===== config.mk =====
export PLATFORM = sky130hd
export DESIGN_NAME = clock_sequencer_bank_flat
export DESIGN_NICKNAME = d
export VERILOG_FILES = /design/src/rtl/clock_sequencer_bank_if.sv /design/src/rtl/clock_sequencer_bank.sv /design/src/flat_wrapper.sv
export SDC_FILE = /design/constraint.sdc
export NUM_CORES = 1
export LEC_CHECK = 0
export CAP_MARGIN = 20
export CORE_MARGIN = 2
export CORE_UTILIZATION = 57
export DETAILED_ROUTE_END_ITERATION = 10
export PLACE_DENSITY_LB_ADDON = 0.1
export RECOVER_POWER = 25
export SLEW_MARGIN = 25
export SYNTH_ARGS = -nofsm -noshare
export SYNTH_HDL_FRONTEND = slang
export SYNTH_SLANG_ARGS = --single-unit

===== constraint.sdc =====
create_clock -name clkin -period 4 [get_ports clkin]
set_input_delay 1.2 -clock clkin [delete_from_list [all_inputs] [get_ports clkin]]
set_output_delay 1.2 -clock clkin [all_outputs]
set_load 0.01 [all_outputs]

===== src/rtl/clock_sequencer_bank_if.sv =====
// clock_sequencer_bank_if: control and output bundle of the
// N-channel clock sequencer.
interface clock_sequencer_bank_if #(
  parameter int NCH   = 2,
  parameter int DIV_W = 4,
  parameter int DLY_W = 8
);
  logic                   sync_n;
  logic                   arm;
  logic                   stop;
  logic [DLY_W-1:0]       start_dly;
  logic [NCH*DIV_W-1:0]   div_i;
  logic [NCH*DIV_W-1:0]   phase_i;
  logic [NCH*DLY_W-1:0]   rel_dly;
  logic [NCH-1:0]         clk_o;
  logic [NCH-1:0]         tick_o;
  logic [NCH-1:0]         rst_o;
  logic                   running;
  logic [1:0]             state_o;

  modport master (
    output sync_n, arm, stop,
    output start_dly, div_i,
    output phase_i, rel_dly,
    input  clk_o, tick_o, rst_o,
    input  running, state_o
  );

  modport slave (
    input  sync_n, arm, stop,
    input  start_dly, div_i,
    input  phase_i, rel_dly,
    output clk_o, tick_o, rst_o,
    output running, state_o
  );
endinterface


===== src/rtl/clock_sequencer_bank.sv =====
// clock_sequencer_bank: N-channel integer clock divider with a
// sync-aligned start and staged per-channel reset release.
module clock_sequencer_bank #(
  parameter int NCH   = 2,
  parameter int DIV_W = 4,
  parameter int DLY_W = 8
) (
  input logic                   clkin,
  input logic                   reset,
  clock_sequencer_bank_if.slave bus
);
  typedef enum logic [1:0] {
    IDLE  = 2'd0,
    ARMED = 2'd1,
    DELAY = 2'd2,
    RUN   = 2'd3
  } state_t;

  state_t           state;
  logic             running_q;
  logic [2:0]       sync_q;
  logic             sync_ev;
  logic             enter;
  logic [DLY_W-1:0] dly_cnt;
  logic [DLY_W-1:0] rel_cnt;
  logic [NCH-1:0]   clk_q;
  logic [NCH-1:0]   tick_q;
  logic [NCH-1:0]   rst_q;
  logic [DIV_W-1:0] div_cur [NCH];
  logic [DIV_W-1:0] cnt     [NCH];
  logic [DIV_W-1:0] div_new [NCH];
  logic [DIV_W-1:0] ph_new  [NCH];

  function automatic logic [DIV_W-1:0] eff_div(
    input logic [DIV_W-1:0] d
  );
    return (d < DIV_W'(2)) ? DIV_W'(2) : d;
  endfunction

  // sync_q[1] is the synchronised pin, sync_q[2] its last value
  assign sync_ev = sync_q[2] & ~sync_q[1];
  assign enter   = (state == DELAY) &&
                   (dly_cnt == bus.start_dly) &&
                   !bus.stop;

  always_ff @(posedge clkin or posedge reset) begin
    if (reset) sync_q <= '1;
    else       sync_q <= {sync_q[1:0], bus.sync_n};
  end

  always_ff @(posedge clkin or posedge reset) begin
    if (reset) begin
      state     <= IDLE;
      dly_cnt   <= '0;
      running_q <= 1'b0;
    end else if (bus.stop) begin
      state     <= IDLE;
      dly_cnt   <= '0;
      running_q <= 1'b0;
    end else begin
      unique case (state)
        IDLE:  if (bus.arm) state <= ARMED;
        ARMED: if (sync_ev) begin
          state   <= DELAY;
          dly_cnt <= '0;
        end
        DELAY: if (enter) begin
          state     <= RUN;
          running_q <= 1'b1;
        end else begin
          dly_cnt <= dly_cnt + 1'b1;
        end
        RUN: ;
      endcase
    end
  end

  always_comb begin
    for (int i = 0; i < NCH; i++) begin
      div_new[i] = eff_div(bus.div_i[i*DIV_W +: DIV_W]);
      ph_new[i]  = bus.phase_i[i*DIV_W +: DIV_W];
      if (ph_new[i] > div_new[i] - 1'b1)
        ph_new[i] = div_new[i] - 1'b1;
    end
  end

  always_ff @(posedge clkin or posedge reset) begin
    if (reset) begin
      rel_cnt <= '0;
      clk_q   <= '0;
      tick_q  <= '0;
      rst_q   <= '1;
      for (int i = 0; i < NCH; i++) begin
        div_cur[i] <= '0;
        cnt[i]     <= '0;
      end
    end else if (enter) begin
      rel_cnt <= '0;
      clk_q   <= '0;
      tick_q  <= '0;
      rst_q   <= '1;
      for (int i = 0; i < NCH; i++) begin
        div_cur[i] <= div_new[i];
        cnt[i]     <= ph_new[i];
      end
    end else if (state == RUN && !bus.stop) begin
      if (rel_cnt != '1) rel_cnt <= rel_cnt + 1'b1;
      for (int i = 0; i < NCH; i++) begin
        clk_q[i]  <= cnt[i] >= (div_cur[i] >> 1);
        tick_q[i] <= cnt[i] == (div_cur[i] >> 1);
        if (bus.rel_dly[i*DLY_W +: DLY_W] == rel_cnt)
          rst_q[i] <= 1'b0;
        // new divisor only lands on a period boundary
        if (cnt[i] == div_cur[i] - 1'b1) begin
          cnt[i]     <= '0;
          div_cur[i] <= div_new[i];
        end else begin
          cnt[i] <= cnt[i] + 1'b1;
        end
      end
    end else begin
      rel_cnt <= '0;
      clk_q   <= '0;
      tick_q  <= '0;
      rst_q   <= '1;
      for (int i = 0; i < NCH; i++)
        cnt[i] <= '0;
    end
  end

  assign bus.clk_o   = clk_q;
  assign bus.tick_o  = tick_q;
  assign bus.rst_o   = rst_q;
  assign bus.running = running_q;
  assign bus.state_o = state;
endmodule


===== src/flat_wrapper.sv =====
// flat-port wrapper written by rule: the top's interface ports become plain ports
module clock_sequencer_bank_flat 
#(
  parameter int NCH   = 2,
  parameter int DIV_W = 4,
  parameter int DLY_W = 8
)
  (clkin, reset, bus_sync_n, bus_arm, bus_stop, bus_start_dly, bus_div_i, bus_phase_i, bus_rel_dly, bus_clk_o, bus_tick_o, bus_rst_o, bus_running, bus_state_o);
  clock_sequencer_bank_if #(.NCH(NCH), .DIV_W(DIV_W), .DLY_W(DLY_W)) bus_i ();
  input logic clkin;
  input logic reset;
  input wire logic [$bits(bus_i.sync_n)-1:0] bus_sync_n;
  input wire logic [$bits(bus_i.arm)-1:0] bus_arm;
  input wire logic [$bits(bus_i.stop)-1:0] bus_stop;
  input wire logic [$bits(bus_i.start_dly)-1:0] bus_start_dly;
  input wire logic [$bits(bus_i.div_i)-1:0] bus_div_i;
  input wire logic [$bits(bus_i.phase_i)-1:0] bus_phase_i;
  input wire logic [$bits(bus_i.rel_dly)-1:0] bus_rel_dly;
  output wire logic [$bits(bus_i.clk_o)-1:0] bus_clk_o;
  output wire logic [$bits(bus_i.tick_o)-1:0] bus_tick_o;
  output wire logic [$bits(bus_i.rst_o)-1:0] bus_rst_o;
  output wire logic [$bits(bus_i.running)-1:0] bus_running;
  output wire logic [$bits(bus_i.state_o)-1:0] bus_state_o;
  assign bus_i.sync_n = bus_sync_n;
  assign bus_i.arm = bus_arm;
  assign bus_i.stop = bus_stop;
  assign bus_i.start_dly = bus_start_dly;
  assign bus_i.div_i = bus_div_i;
  assign bus_i.phase_i = bus_phase_i;
  assign bus_i.rel_dly = bus_rel_dly;
  assign bus_clk_o = bus_i.clk_o;
  assign bus_tick_o = bus_i.tick_o;
  assign bus_rst_o = bus_i.rst_o;
  assign bus_running = bus_i.running;
  assign bus_state_o = bus_i.state_o;
  clock_sequencer_bank #(.NCH(NCH), .DIV_W(DIV_W), .DLY_W(DLY_W)) u_core (.clkin(clkin), .reset(reset), .bus(bus_i));
endmodule

---- Yosys cells after proc, flatten, opt, wreduce, memory -nomap -nowiden ----
Index checks and enable logic that the tools add are counted.
operators by class
  $add $sub $neg .......................... 8
  multiply operators ...................... 0
  divide/modulo/power cells ............... 0
  $lt $le $gt $ge ......................... 6
  equal/unequal tests ..................... 18
  shift operators ......................... 0
  mux-type cells .......................... 35
  bitwise operators ....................... 2
  reductions and logical operators ........ 17
operators with widths
  operator                                               count
  2-to-1 mux 8 bit                                       10
  2-to-1 mux 4 bit                                       8
  == test 8 bit                                          3
  2-to-1 mux 2 bit                                       10
  adder 8 x 1 -> 8 bit, second input constant            2
  case mux 8 bit (2 select lines)                        1
  subtractor 4 x 1 -> 4 bit, second input constant       4
  inequality test 3 x 2 -> 1 bit, second input constant  5
  nonzero test 2 bit                                     5
  adder 4 x 1 -> 4 bit, second input constant            2
  == test 4 x 3 -> 1 bit                                 2
  == test 4 bit                                          2
  greater-or-equal comparator 4 x 3 -> 1 bit             2
  > comparator 4 bit                                     2
  < comparator 4 x 2 -> 1 bit, second input constant     2
  inequality test 8 bit, second input constant           1
  inequality test 3 bit, second input constant           2
  case mux 2 bit (3 select lines)                        1
  AND reduction 2 bit                                    3
  2-to-1 mux 1 bit                                       5
  == test 2 bit, second input constant                   2
  AND reduction 4 bit                                    1
  nonzero test 4 bit                                     1
  logical AND 1 bit                                      3
  other kinds (7)                                        7
storage, ports and cells
  bits in registers ....................... 44
  latch bits .............................. 0
  memory bits (writable) .................. 0
  bits in read-only memories .............. 0
  input port bits ......................... 45
  memories kept ........................... 0

---- Depth between registers and ports, before layout ----
  word-level depth ........................ 6
  depth in mapped cells ................... 9

---- Worst setup path before layout ----
No wires, ideal clock.
  path kind ............................... input-to-reg
  start ................................... input port bus_div_i[5]
  end ..................................... register u_core.cnt[0] (netlist bit)
  arrival ................................. 3.021 ns
  required time ........................... 3.868 ns
  slack ................................... 0.848 ns
  stages on the path ...................... 8
  cells stage by stage .................... o31ai_1 > ha_1 > xnor2_1 > ha_1 > and4_1 > a21oi_1 > mux2i_1 > o22ai_1
between the ends
  longest elaborated chain between the ends .. 6
RTL lines
  item                            line                                                    RTL
  start: declaration              flat_wrapper.sv:16                                      input wire logic [$bits(bus_i.div_i)-1:0] bus_div_i;
  < comparator 4 x 2 -> 1 bit     clock_sequencer_bank.sv:37                              return (d < DIV_W'(2)) ? DIV_W'(2) : d;
  2-to-1 mux 4 bit *              clock_sequencer_bank.sv:37
  subtractor 4 x 1 -> 4 bit *     clock_sequencer_bank.sv:82, clock_sequencer_bank.sv:83
  > comparator 4 bit              clock_sequencer_bank.sv:82                              if (ph_new[i] > div_new[i] - 1'b1)
  2-to-1 mux 4 bit *              clock_sequencer_bank.sv:82
  2-to-1 mux 8 bit *              clock_sequencer_bank.sv:97                              end else if (enter) begin
  end signal: indexed assignment  clock_sequencer_bank.sv:104                             cnt[i] <= ph_new[i];
  end signal: indexed assignment  clock_sequencer_bank.sv:118                             cnt[i] <= cnt[i] + 1'b1;
  end: declaration                clock_sequencer_bank.sv:30                              logic [DIV_W-1:0] cnt [NCH];
Every way passes the cells marked *; elsewhere a longest branch is shown, timed or not.
A chain may end at the register's enable or synchronous reset.

---- Worst setup path in the final report ----
  start ................................... input port bus_div_i[2]
  end ..................................... register u_core.cnt[5] (netlist bit)
Same word-level chain as after synthesis.

==> impl_metrics.py <==
metrics = {
    "synthesis": {
        "synthCells": 302,
        "syn_area_sq_mm": 0.00305,
        "netlist.area_leader.share": 0.320,
        "synth.yosys.seq_area_share": 0.363,
        "synth_top_family_by_area": "simple AND/OR/NAND/NOR gates",
        "synthMuxAreaShare": 0.0558,
        "yosys.area_share.simple": 0.152,
        "syn_nets": 373,
        "syn_avg_cell_area_sq_um": 10.1,
        "synth_cell_types": 54,
        "synth_fa_ha_area_frac": 0.107,
        "synth_edf_count": 0,
        "synth_compound_area_frac": 0.141,
        "synth_seq_cells": 44,
        "yosys_most_used_dff": "dfrtp_1",
        "synth-xor-area-share": 0.136,
        "ys_warn_count": 0,
        "synth_top_cell_by_area": "dfrtp_1",
        "synthArstFlopShare": 1.00,
        "yosys-top-cells-area": "dfrtp_1 (32%), ha_1 (11%), xnor2_1 (7.7%), dfstp_2 (4.3%), xor2_1 (4.3%)",
    },
    "finish": {
        "num_antenna_cells": 0,
        "final_cells": 430,
        "most-common-layout-cells": "clkdlybuf4s50_1 (51), dfrtp_1 (39), xnor2_1 (27)",
        "fin_nets": 430,
        "utilization": 0.728,
        "area_growth_pct": 22.6,
        "drive_gt1_frac": 0.0806,
        "nFillCells": 411,
        "layout_commonest_cell": "clkdlybuf4s50_1",
    },
    "timing": {
        "rsz0062_at_grt": "no",
        "hold-worst-slack_ps": 372,
        "drv_slew": 0,
        "period_share": 0.865,
        "setup_tns_ps": 0,
        "max_freq_mhz": 289,
        "setup_viol": 0,
        "final.setup_skew_ps": 5.97,
        "hold_violations": 0,
        "tightest_slew_ps": 1080,
        "relSlewSlack": 0.282,
        "period_minus_slack_ps": 3460,
    },
    "placement": {
        "gp_congestion": 0.781,
        "dp_hpwl_microns": 4820,
        "dp_cells": 422,
        "io_buffers": 53,
    },
    "die": {
        "rows": 26,
        "core-area_sq_mm": 0.00514,
        "die_area_sq_mm": 0.00596,
        "die_h_microns": 77.2,
        "ios": 54,
        "die_x_microns": 77.2,
        "start_util": 0.594,
    },
    "global_routing": {
        "track_usage": 0.227,
        "first_global_vias": 2324,
        "grt_remaining_overflow": 0,
        "antenna_found_initial": 0,
        "grt_max_degree": 45,
        "grt_pass1_wl_microns": 10800,
    },
    "clock_network": {
        "clock_path_buffers": 2,
        "cts_resized": 0,
        "clkSlewWorstSetupHoldPaths_ps": 90,
        "clock_latency_ps": 300,
        "cts_root_buf": "clkbuf_8",
        "ctsHoldBuffers": 0,
        "htree_levels": 2,
        "cts_tree": "done",
        "cts_setup_buffers": 0,
        "cts_buffers": 5,
        "cts.sinks": 44,
    },
    "critical_path": {
        "arrival_ps": 3640,
        "crit_required_ps": 4180,
        "cp-start-kind": "primary input",
        "end_kind": "flop",
        "r2r_cells": 7,
        "worstPathMaxFanout": 5,
        "worstSetupPathType": "primary input to flop",
    },
    "routing": {
        "via_per_inst": 5.56,
        "avgRoutedWirePerCell_microns": 14.8,
        "dr.pass1.iters": 4,
        "vias": 2392,
        "drtIter0Drc": 138,
        "post-route-drc-count": 0,
        "routed_wl_microns": 6370,
        "antenna_left": 0,
    },
    "status": {
        "status": "complete, no violations",
    },
    "hold_path": {
        "hp-class": "flop to flop",
        "min_path_cells": 0,
    },
    "pwr": {
        "irDropWorstVdd_mv": 0.277,
        "power_density_mw_per_mm2": 360,
        "p_leak_nw": 1.62,
    },
    "run": {
        "maxCapViolCount": 0,
    },
}
==> sequential cells by signal, summed over array words and instances (netlist names) <==
name,count
u_core.bus.running,1
u_core.bus.rst_o,2
u_core.cnt,8
u_core.bus.tick_o,2
u_core.dly_cnt,8
u_core.bus.clk_o,2
u_core.bus.state_o,2
u_core.sync_q,3
u_core.div_cur,8
u_core.rel_cnt,8
==> cells by family (layout without fill, tap and decap cells) <==
logic type / after synthesis / after routing
muxes: 15 / 15
buffers and inverters: 33 / 91
and+or+nand+nor: 81 / 81
DFF: 44 / 44
AOI/OAI and AO/OA: 59 / 59
adders and majority gates: 26 / 26
xor gates and xnor gates: 44 / 44
==> routing by layer <==
metal,up-vias,wire length [microns],global-route usage
met5,-,0,0
met4,0,72,0.0696
met3,7,312,0.0388
met2,63,3020,0.377
met1,1124,2970,0.304
li1,1198,-,-
==> critical path, cell delays in order <==
cell             delay, ps
clkdlybuf4s50_1        490
o31ai_1                340
ha_1                   320
ha_1                   300
nor2b_1                120
o211ai_1                80
a21oi_1                410
mux2i_1                270
o22ai_1                100
==> metrics by stage <==
step	total power [mW]	setup slack, ps	area [sq um]
CTS	1.35	541	3740
floorplan	0.917	848	3050
global placement	1.05	362	3660
finish	1.35	542	3740
global route	1.44	329	3740
detailed placement	1.07	227	3660
==> path summary, 6_finish.rpt <==
| kind | startpoint | to | slack (ps) |
|---|---|---|---|
| min in group asynchronous | reset | u_core.bus.tick_o[1] | 1680 |
| worst min register to register | u_core.sync_q[0] | u_core.sync_q[1] | 370 |
| worst max-delay path | bus_div_i[2] | u_core.cnt[5] | 540 |
| max in group asynchronous | reset | u_core.dly_cnt[2] | 1660 |
| worst max register to register | u_core.div_cur[4] | u_core.div_cur[6] | 1840 |
| worst min-delay path | u_core.sync_q[0] | u_core.sync_q[1] | 370 |
==> cell usage after synthesis, types with 2 or more instances <==
master and number:
xor3_1 2, nand2_1 7, and3_1 2, a22o_1 2, o22ai_1 4, clkbuf_1 4, mux2i_1 11, xnor2_1 27
xor2_1 15, nand3_1 13, o31ai_1 10, buf_2 2, mux2_4 4, a311oi_1 2, nand4_1 5, nor2_1 17
o32ai_1 2, a211o_1 2, and4_1 3, o2bb2ai_1 2, nor2b_1 5, o211ai_1 2, nor3_1 6, o21ai_0 8
a21oi_4 2, inv_1 25, a21o_1 3, a31oi_1 2, dfstp_2 5, nand2b_1 6, dfrtp_1 39, ha_1 26
and2_1 4, a21oi_1 10, nor4_1 3, a211oi_1 2
==> report_power, final <==
group	internal [mW]	switching [mW]
logic	0.268	0.234
clock network	0.123	0.157
registers	0.500	0.0646
total	0.891	0.456
==> layout make-up <==
cell class / count / area, sq um / share of cell area
Inverter: 25 / 93.8 / 0.0251
Timing Repair Buffer: 58 / 566 / 0.151
Clock buffer: 7 / 76.3 / 0.0204
Multi-Input combinational cell: 225 / 1810 / 0.483
Tap cell: 70 / 87.6 / 0.0234
Sequential cell: 44 / 1110 / 0.296
Clock inverter: 1 / 5.00 / 0.00134
No activity file was read; power rests on OpenSTA's default activity.
